`src/rtl/arp_rx_cache.sv`:
```
// rtl/arp_rx_cache.sv - ARP payload parser with IP/MAC learning cache, reply request and MAC lookup
module arp_rx_cache #(
    parameter int CACHE_DEPTH = 4,
    parameter int CNT_WIDTH   = 16
) (
    input  logic                 clk,
    input  logic                 reset_n,
    input  logic [7:0]           arp_tdata_in,
    input  logic                 arp_tvalid_in,
    input  logic                 arp_tlast_in,
    input  logic [31:0]          local_ip_addr,
    input  logic                 cache_clear_in,
    output logic                 reply_valid_out,
    input  logic                 reply_ready_in,
    output logic [31:0]          reply_ip_out,
    output logic [47:0]          reply_mac_out,
    input  logic                 lookup_req_in,
    input  logic [31:0]          lookup_ip_in,
    output logic                 lookup_valid_out,
    output logic                 lookup_hit_out,
    output logic [47:0]          lookup_mac_out,
    output logic [CNT_WIDTH-1:0] drop_cnt_out
);
    localparam int PTR_W = $clog2(CACHE_DEPTH);

    logic [5:0]             cnt_q;
    logic [15:0]            htype_q, ptype_q, oper_q;
    logic [7:0]             hlen_q, plen_q;
    logic [47:0]            sha_q;
    logic [31:0]            spa_q, tpa_q;
    logic                   commit_q, len_ok_q;

    logic [CACHE_DEPTH-1:0] valid_q;
    logic [31:0]            ip_q  [CACHE_DEPTH];
    logic [47:0]            mac_q [CACHE_DEPTH];
    logic [PTR_W-1:0]       rr_q;

    logic                   reply_valid_q;
    logic [31:0]            reply_ip_q;
    logic [47:0]            reply_mac_q;
    logic [CNT_WIDTH-1:0]   drop_q, drop_d;
    logic                   lk_valid_q, lk_hit_q;
    logic [47:0]            lk_mac_q;

    // Fields shift in big-endian; they stay stable through the commit cycle.
    always_ff @(posedge clk or negedge reset_n) begin
        if (!reset_n) begin
            cnt_q    <= '0;
            htype_q  <= '0;
            ptype_q  <= '0;
            oper_q   <= '0;
            hlen_q   <= '0;
            plen_q   <= '0;
            sha_q    <= '0;
            spa_q    <= '0;
            tpa_q    <= '0;
            commit_q <= 1'b0;
            len_ok_q <= 1'b0;
        end else begin
            commit_q <= arp_tvalid_in && arp_tlast_in;
            if (arp_tvalid_in) begin
                len_ok_q <= (cnt_q >= 6'd27);
                if (arp_tlast_in)
                    cnt_q <= '0;
                else if (cnt_q != 6'd63)
                    cnt_q <= cnt_q + 6'd1;
                case (cnt_q)
                    6'd0, 6'd1:                      htype_q <= {htype_q[7:0], arp_tdata_in};
                    6'd2, 6'd3:                      ptype_q <= {ptype_q[7:0], arp_tdata_in};
                    6'd4:                            hlen_q  <= arp_tdata_in;
                    6'd5:                            plen_q  <= arp_tdata_in;
                    6'd6, 6'd7:                      oper_q  <= {oper_q[7:0], arp_tdata_in};
                    6'd8, 6'd9, 6'd10, 6'd11,
                    6'd12, 6'd13:                    sha_q   <= {sha_q[39:0], arp_tdata_in};
                    6'd14, 6'd15, 6'd16, 6'd17:      spa_q   <= {spa_q[23:0], arp_tdata_in};
                    6'd24, 6'd25, 6'd26, 6'd27:      tpa_q   <= {tpa_q[23:0], arp_tdata_in};
                    default: ;
                endcase
            end
        end
    end

    logic good, tpa_local, reply_qual, hs, learn_en, adv_rr;
    logic match_any, free_any, lk_hit;
    logic [PTR_W-1:0] match_idx, free_idx, wr_idx;
    logic [47:0] lk_mac;

    always_comb begin
        good = len_ok_q && htype_q == 16'h0001 && ptype_q == 16'h0800 &&
               hlen_q == 8'd6 && plen_q == 8'd4 && (oper_q == 16'd1 || oper_q == 16'd2);
        tpa_local  = (tpa_q == local_ip_addr);
        reply_qual = commit_q && good && oper_q == 16'd1 && tpa_local;
        hs         = reply_valid_q && reply_ready_in;
        match_any = 1'b0;
        match_idx = '0;
        free_any  = 1'b0;
        free_idx  = '0;
        lk_hit    = 1'b0;
        lk_mac    = '0;
        for (int i = 0; i < CACHE_DEPTH; i++) begin
            if (valid_q[i] && ip_q[i] == spa_q) begin
                match_any = 1'b1;
                match_idx = PTR_W'(i);
            end
            if (valid_q[i] && ip_q[i] == lookup_ip_in) begin
                lk_hit = 1'b1;
                lk_mac = mac_q[i];
            end
        end
        // Descending scan leaves the lowest-index free slot selected.
        for (int i = CACHE_DEPTH - 1; i >= 0; i--) begin
            if (!valid_q[i]) begin
                free_any = 1'b1;
                free_idx = PTR_W'(i);
            end
        end
        learn_en = commit_q && good && spa_q != 32'd0 && (match_any || tpa_local);
        wr_idx   = match_any ? match_idx : (free_any ? free_idx : rr_q);
        adv_rr   = learn_en && !match_any && !free_any;
        drop_d   = drop_q;
        if (commit_q && (!good || (reply_qual && reply_valid_q && !hs)) && drop_q != '1)
            drop_d = drop_q + CNT_WIDTH'(1);
    end

    always_ff @(posedge clk or negedge reset_n) begin
        if (!reset_n) begin
            valid_q <= '0;
            rr_q    <= '0;
            for (int i = 0; i < CACHE_DEPTH; i++) begin
                ip_q[i]  <= '0;
                mac_q[i] <= '0;
            end
        end else if (cache_clear_in) begin
            valid_q <= '0;
            rr_q    <= '0;
        end else if (learn_en) begin
            valid_q[wr_idx] <= 1'b1;
            ip_q[wr_idx]    <= spa_q;
            mac_q[wr_idx]   <= sha_q;
            if (adv_rr)
                rr_q <= (rr_q == PTR_W'(CACHE_DEPTH - 1)) ? '0 : rr_q + PTR_W'(1);
        end
    end

    always_ff @(posedge clk or negedge reset_n) begin
        if (!reset_n) begin
            reply_valid_q <= 1'b0;
            reply_ip_q    <= '0;
            reply_mac_q   <= '0;
            drop_q        <= '0;
            lk_valid_q    <= 1'b0;
            lk_hit_q      <= 1'b0;
            lk_mac_q      <= '0;
        end else begin
            drop_q <= drop_d;
            if (reply_qual && (!reply_valid_q || hs)) begin
                reply_valid_q <= 1'b1;
                reply_ip_q    <= spa_q;
                reply_mac_q   <= sha_q;
            end else if (hs) begin
                reply_valid_q <= 1'b0;
            end
            lk_valid_q <= lookup_req_in;
            lk_hit_q   <= lookup_req_in && lk_hit;
            lk_mac_q   <= (lookup_req_in && lk_hit) ? lk_mac : 48'd0;
        end
    end

    assign reply_valid_out  = reply_valid_q;
    assign reply_ip_out     = reply_ip_q;
    assign reply_mac_out    = reply_mac_q;
    assign lookup_valid_out = lk_valid_q;
    assign lookup_hit_out   = lk_hit_q;
    assign lookup_mac_out   = lk_mac_q;
    assign drop_cnt_out     = drop_q;
endmodule

```
`config.mk`:
```
export PLATFORM = sky130hd
export DESIGN_NAME = arp_rx_cache
export DESIGN_NICKNAME = d
export VERILOG_FILES = /design/src/rtl/arp_rx_cache.sv
export SDC_FILE = /design/constraint.sdc
export NUM_CORES = 1
export LEC_CHECK = 0
export ABC_CLOCK_PERIOD_IN_PS = 2900
export CAP_MARGIN = 25
export CORE_MARGIN = 2
export CORE_UTILIZATION = 30
export CTS_CLUSTER_SIZE = 25
export DETAILED_ROUTE_END_ITERATION = 16
export RECOVER_POWER = 100
export SLEW_MARGIN = 20
export SYNTH_ARGS = -nofsm -noshare
export SYNTH_HDL_FRONTEND = slang
export SYNTH_SLANG_ARGS = --single-unit
```
`constraint.sdc`:
```
create_clock -name clk -period 2.9 [get_ports clk]
set_input_delay 0.87 -clock clk [delete_from_list [all_inputs] [get_ports clk]]
set_output_delay 0.87 -clock clk [all_outputs]
set_load 0.02 [all_outputs]
```
* Word-level counts from Yosys, hierarchy flattened *
Cells that the tools add are included.

storage, ports and cells
  flip-flop bits (word level) = 657
  bits in latches = 0
  bits in writable memories = 0
  ROM bits = 0
  bits of input ports = 79
  output and inout port bits = 147
  logic and storage cells = 184
  memories = 0

operators by class
  add/sub/neg operators = 3
  multiply operators = 0
  div/mod/pow operators = 0
  magnitude comparators = 5
  eq/ne operators = 39
  shift operators = 0
  multiplexer cells = 44
  bitwise operators = 3
  reductions and logical operators = 62

operators by type and width
  operator               number
  $eq 32x32->1           9
  $mux 48                6
  $bwmux 192             1
  $bwmux 128             1
  $demux 48 s2           1
  $demux 32 s2           1
  $eq 6x4->1 const B     8
  $eq 6x5->1 const B     6
  $eq 16x1->1 const B    2
  $mux 32                1
  $reduce_bool 32->1     1
  $logic_and 1x1->1      30
  $eq 6x3->1 const B     4
  $mux 2                 12
  $reduce_and 2->1       11
  $add 16x1->16 const B  1
  $eq 16x12->1 const B   1
  $eq 16x2->1 const B    1
  $eq 8x3->1 const B     2
  $mux 1                 16
  $ne 16x16->1 const B   1
  $eq 6x2->1 const B     2
  $mux 6                 2
  $mux 4                 2
  other kinds (21)       34

* Depth between registers and ports, before layout *
  depth after elaboration = 14
  gate-level depth with buffers = 10
  gate-level depth less buffers = 7

* Least setup slack after synthesis *
No wires, ideal clock.

  kind = input-to-reg
  from = input local_ip_addr[13]
  to = register reply_ip_q[0] (netlist: reply_ip_out[0])
  setup time = 0.125 ns
  arrival = 3.168 ns
  data required time = 2.775 ns
  setup slack = -0.393 ns
  stages on the path = 8
  path buffers = 2
  cell sequence = xor2_1 > nor4_1 > nand4_1 > or4b_2 > nor2b_1 > clkbuf_1 > clkbuf_1 > mux2_2

between the ends
  word-level cells in the longest chain between the ends = 3

RTL lines
  item                  line  RTL
  from (decl)           11    input logic [31:0] local_ip_addr,
  $eq 32x32->1          91    tpa_local = (tpa_q == local_ip_addr);
  $logic_and 1x1->1     92    reply_qual = commit_q && good && oper_q == 16'd1 && tpa_local;
  $logic_and 1x1->1     156   if (reply_qual && (!reply_valid_q || hs)) begin
  to (signal assigned)  158   reply_ip_q <= spa_q;
  to (decl)             39    logic [31:0] reply_ip_q;

Every way passes these cells.
A chain may end at the register's enable or synchronous reset.

* Final worst setup path *
  from = register ip_q[61] (netlist name)
  to = register mac_q[82] (netlist name)

between the ends
  word-level cells in the longest chain between the ends = 11
  elaborated cells on any way between the ends = 17
  those cells by class = order compare: 2; eq/ne: 1; mux: 8; bitwise: 1; reduce/logical: 5

RTL lines
  item                                                                   line  RTL
  from (decl)                                                            34    logic [31:0] ip_q [CACHE_DEPTH];
  from (signal, indexed assignment)                                      138   ip_q[wr_idx] <= spa_q;
  $eq 32x32->1 (*)                                                       101   if (valid_q[i] && ip_q[i] == spa_q) begin
  $logic_and 1x1->1 (*)                                                  101
  $mux 2 / $mux 1 (equally long branches) (2 in series)                  101
  $mux 2                                                                 118   wr_idx = match_any ? match_idx : (free_any ? free_idx : rr_q);
  $not 2->3 (not written as such)                                        139   mac_q[wr_idx] <= sha_q;
  $ge 3x3->1 (not written as such) / $lt 3x1->1 (equally long branches)  139
  $logic_and 1x1->1 (not written as such)                                139
  $mux 48 (not written as such)                                          139
  $demux 48 s2                                                           139
  $bwmux 192                                                             139
  to (signal, indexed assignment)                                        139
  to (decl)                                                              35    logic [47:0] mac_q [CACHE_DEPTH];

Every way passes the cells marked *; elsewhere a longest branch is shown, timed or not.

==> summary.txt <==
Final worst path period share - 116.7%
Cell count after synthesis - 2323
Die X - 320.4 µm
Comb pwr share - 8.5%
Sw Pwr - 5.265 mW
H-Tree Depth - 3
Reg clk slew, reported paths - 60 ps
Number of max-cap violations - 1
Final wirelength - 107100 µm
CTS Sinks - 657
PnR worst setup slack - -484.1 ps
Crit path cell chain - xor2_4 > buf_6 > nand4b_1 > or4_1 > or4_4 > a21boi_4 > nor4b_4 > buf_6 > buf_12 > buf_12 > buf_12 > mux2_4
Fin. max-slew vios - 33
Synth Flop Type - dfrtp_1
Initial Utilization - 30.12%
Die area - 102700 µm²
Mean Syn Cell Area - 12.93 µm²
Power share of the clock group - 45.0%
Crit-path max cell delay - 600 ps
R2R depth - 12
Sequential power share - 46.5%
Fill cells - 9102
Most common cell after layout, fill and taps aside - dfrtp_1
Clk_skew - 23.54 ps
Worst path arrival time - 3910 ps
Post-synthesis sequential area ratio - 54.74%
Overall routing resource usage - 19.98%
Vias in the first global route - 22466
Critical Path Start Type - flip-flop
Mapped Area - 30030 µm²
Largest net degree at the start of global routing - 108
Area of the multi-input gates - 14170 µm²
Via count - 22021
I/O Buffers - 225
Core Footprint - 99710 µm²
Crit-path most repeated cell - buf_12
# hold bufs at CTS - 0
Post-synth EDFFs - 0
Top delay family on crit path - simple AND/OR/NAND/NOR gates
Ports - 226
Synth area leaders - dfrtp_1 55%, mux2_2 20%, xor2_1 5.6%, xnor2_1 3.4%, o21ai_0 2.5%
Antenna-violating nets left - 0
TritonCTS Buffers - 73
Worst skew pair latency - 640 ps
Grt ovf - 0
Synth Net Count - 2408
Initial DRC Count - 1601
F_max - 295.5 MHz
Initial antenna violation count - 3
Worst Path Max Fanout - 6
Int Power - 16.21 mW
Yosys top cell area share - 54.74%
Bufs on Longest Clock Path - 3
DIE HEIGHT - 320.4 µm
WHS Path Cells - 1
Fin area - 42860 µm²
Pwr Total - 21.47 mW
Storage cell area - 16450 µm²
DR WL/cell - 24.67 µm
Minimum clock period - 3384 ps
Hold crit path type - flip-flop to flip-flop
Layout cells sized above 1 - 43.18%
Via density per instance - 5.074
RD Place Congestion - 0.9520
Final setup violation count - 466
First-pass GRT wire length - 153200 µm
Yosys warns - 0
Critical path required time - 3430 ps
Critical Path Sink Type - flip-flop
Synthesis-stage register bit count - 657
Buf+Inv Stages, Crit Path - 5
Worst-Margin Slew - 1973 ps
Violated checks - capacitance limit, slew limit, setup timing
CTS tree - built
DR pass1 iterations - 5
Sw frac - 24.52%
Slowest cell on the critical path - or4_4
Layout Nets - 3070
Post-synth cell types - 53
Ys async rst share - 100.0%
Area grow syn2layout - 42.69%
Post-DP HPWL - 70810 µm
Rel. slew slack - -31.55%
Area after DPL - 37540 µm²
Commonest cells after routing, fill and taps aside - 647 x dfrtp_1, 380 x buf_4, 347 x mux2_2
Row count - 116
DRC - 0
Outcome - finished, violations left
Area leader, netlist - dfrtp_1
Unrepaired setup endpoints after global routing - yes
Lkg Pwr - 21.07 nW
Worst VDD drop - 399.4 µV
CP Depth - 12
Critical path class - flip-flop to flip-flop
Final hold vios - 0
Clock root buffer - clkbuf_16
Pwr dens - 501.0 nW/µm²
==> cells in the mapped netlist, types with 2 or more instances <==
library cell,instances
and2_1,2
nor4b_1,14
or4b_2,2
nand4b_1,11
nand4_1,96
dfrtp_1,657
o211ai_1,2
nor3_1,14
ha_1,6
buf_2,17
buf_6,8
a221oi_1,48
xnor2_1,116
a21o_1,5
buf_4,8
nand3_1,21
mux2_2,524
a21oi_1,3
inv_1,57
nand2_1,19
or4_1,5
nand2b_1,3
or3_1,6
o21ai_0,152
buf_1,7
nor2_1,20
o2111ai_1,2
mux2_1,53
and3_1,11
nor4_1,90
clkbuf_1,132
xor2_1,191
==> flip-flops by register name, summed over array words and instances, names as in the netlist, 16 cells and up <==
register	count
drop_cnt_out	16
htype_q	16
ip_q	128
lookup_mac_out	48
mac_q	192
oper_q	16
ptype_q	16
reply_ip_out	32
reply_mac_out	48
sha_q	48
spa_q	32
tpa_q	32
==> final timing paths <==
path | end | slack (ps) | startpoint
max in group asynchronous | spa_q[29]$_DFFE_PN0P_ | 30 | reset_n
worst max register to register | mac_q[82]$_DFFE_PN0P_ | -480 | ip_q[61]$_DFFE_PN0P_
min in group asynchronous | spa_q[4]$_DFFE_PN0P_ | 810 | reset_n
worst min register to register | mac_q[48]$_DFFE_PN0P_ | 480 | mac_q[48]$_DFFE_PN0P_
worst min-delay path | mac_q[48]$_DFFE_PN0P_ | 480 | mac_q[48]$_DFFE_PN0P_
worst max-delay path | mac_q[82]$_DFFE_PN0P_ | -480 | ip_q[61]$_DFFE_PN0P_
==> per-stage QoR <==
| stage | TNS (ps) | hold slack [ps] | util (%) | worst slack (ps) | cells |
|---|---|---|---|---|---|
| after CTS | -158110 | 91.45 | 41.94 | -496.1 | 4302 |
| final | -169220 | 482.5 | 42.98 | -484.1 | 4340 |
| after global placement | -595950 | 465.2 | 37.65 | -1396 | 4114 |
| after floorplan | -36460 | 452.5 | - | -158.8 | 2323 |
| after global routing | -281590 | 509.6 | 42.98 | -561.1 | 4339 |
| after detailed placement | -591500 | 469.4 | 37.65 | -1381 | 4114 |
==> power groups by stage <==
stage | registers (mW) | logic, mW | clock network (mW)
final | 9.99 | 1.82 | 9.67
after CTS | 9.98 | 1.86 | 9.88
after global routing | 10.0 | 1.97 | 10.2
after floorplan | 10.1 | 0.730 | 0
after detailed placement | 10.1 | 1.85 | 0
after global placement | 10.1 | 1.82 | 0
==> cells by family (layout without fill, tap and decap cells) <==
family,count (synthesis),in the layout,share of synthesized area [%]
buffers and inverters,229,947,3.233
other,0,1,0
xor gates and xnor gates,307,307,8.953
and+or+nand+nor,321,321,6.524
DFF,657,657,54.74
AOI/OAI and AO/OA,225,225,4.633
adders and majority gates,6,6,0.2500
muxes,578,578,21.67
==> per-layer routing <==
layer / routed length, µm / up-vias / part of all wire (%) / GRT usage [%]
li1: - / 9696 / - / -
met1: 47520 / 11467 / 44 / 27.44
met2: 50040 / 676 / 47 / 32.18
met3: 5885 / 180 / 5.5 / 3.113
met4: 3611 / 2 / 3.4 / 6.656
met5: 18 / - / 0.017 / 0
==> final cells by class <==
cell class | instances | share of cell area (%)
Antenna cell | 1 | 0.005839
Sequential cell | 657 | 38.39
Clock inverter | 22 | 0.7941
Inverter | 57 | 0.4992
Timing Repair Buffer | 759 | 18.44
Clock buffer | 109 | 5.027
Tap cell | 1298 | 3.790
Multi-Input combinational cell | 1437 | 33.06
==> what timing repair did <==
action,in CTS,in global routing
buffers inserted,36,30
gates resized for setup,215,175
pin swaps,24,36
cloned,24,17
endpoints found under the setup margin,471,471
Note: power is estimated with default switching activity, not from simulation.
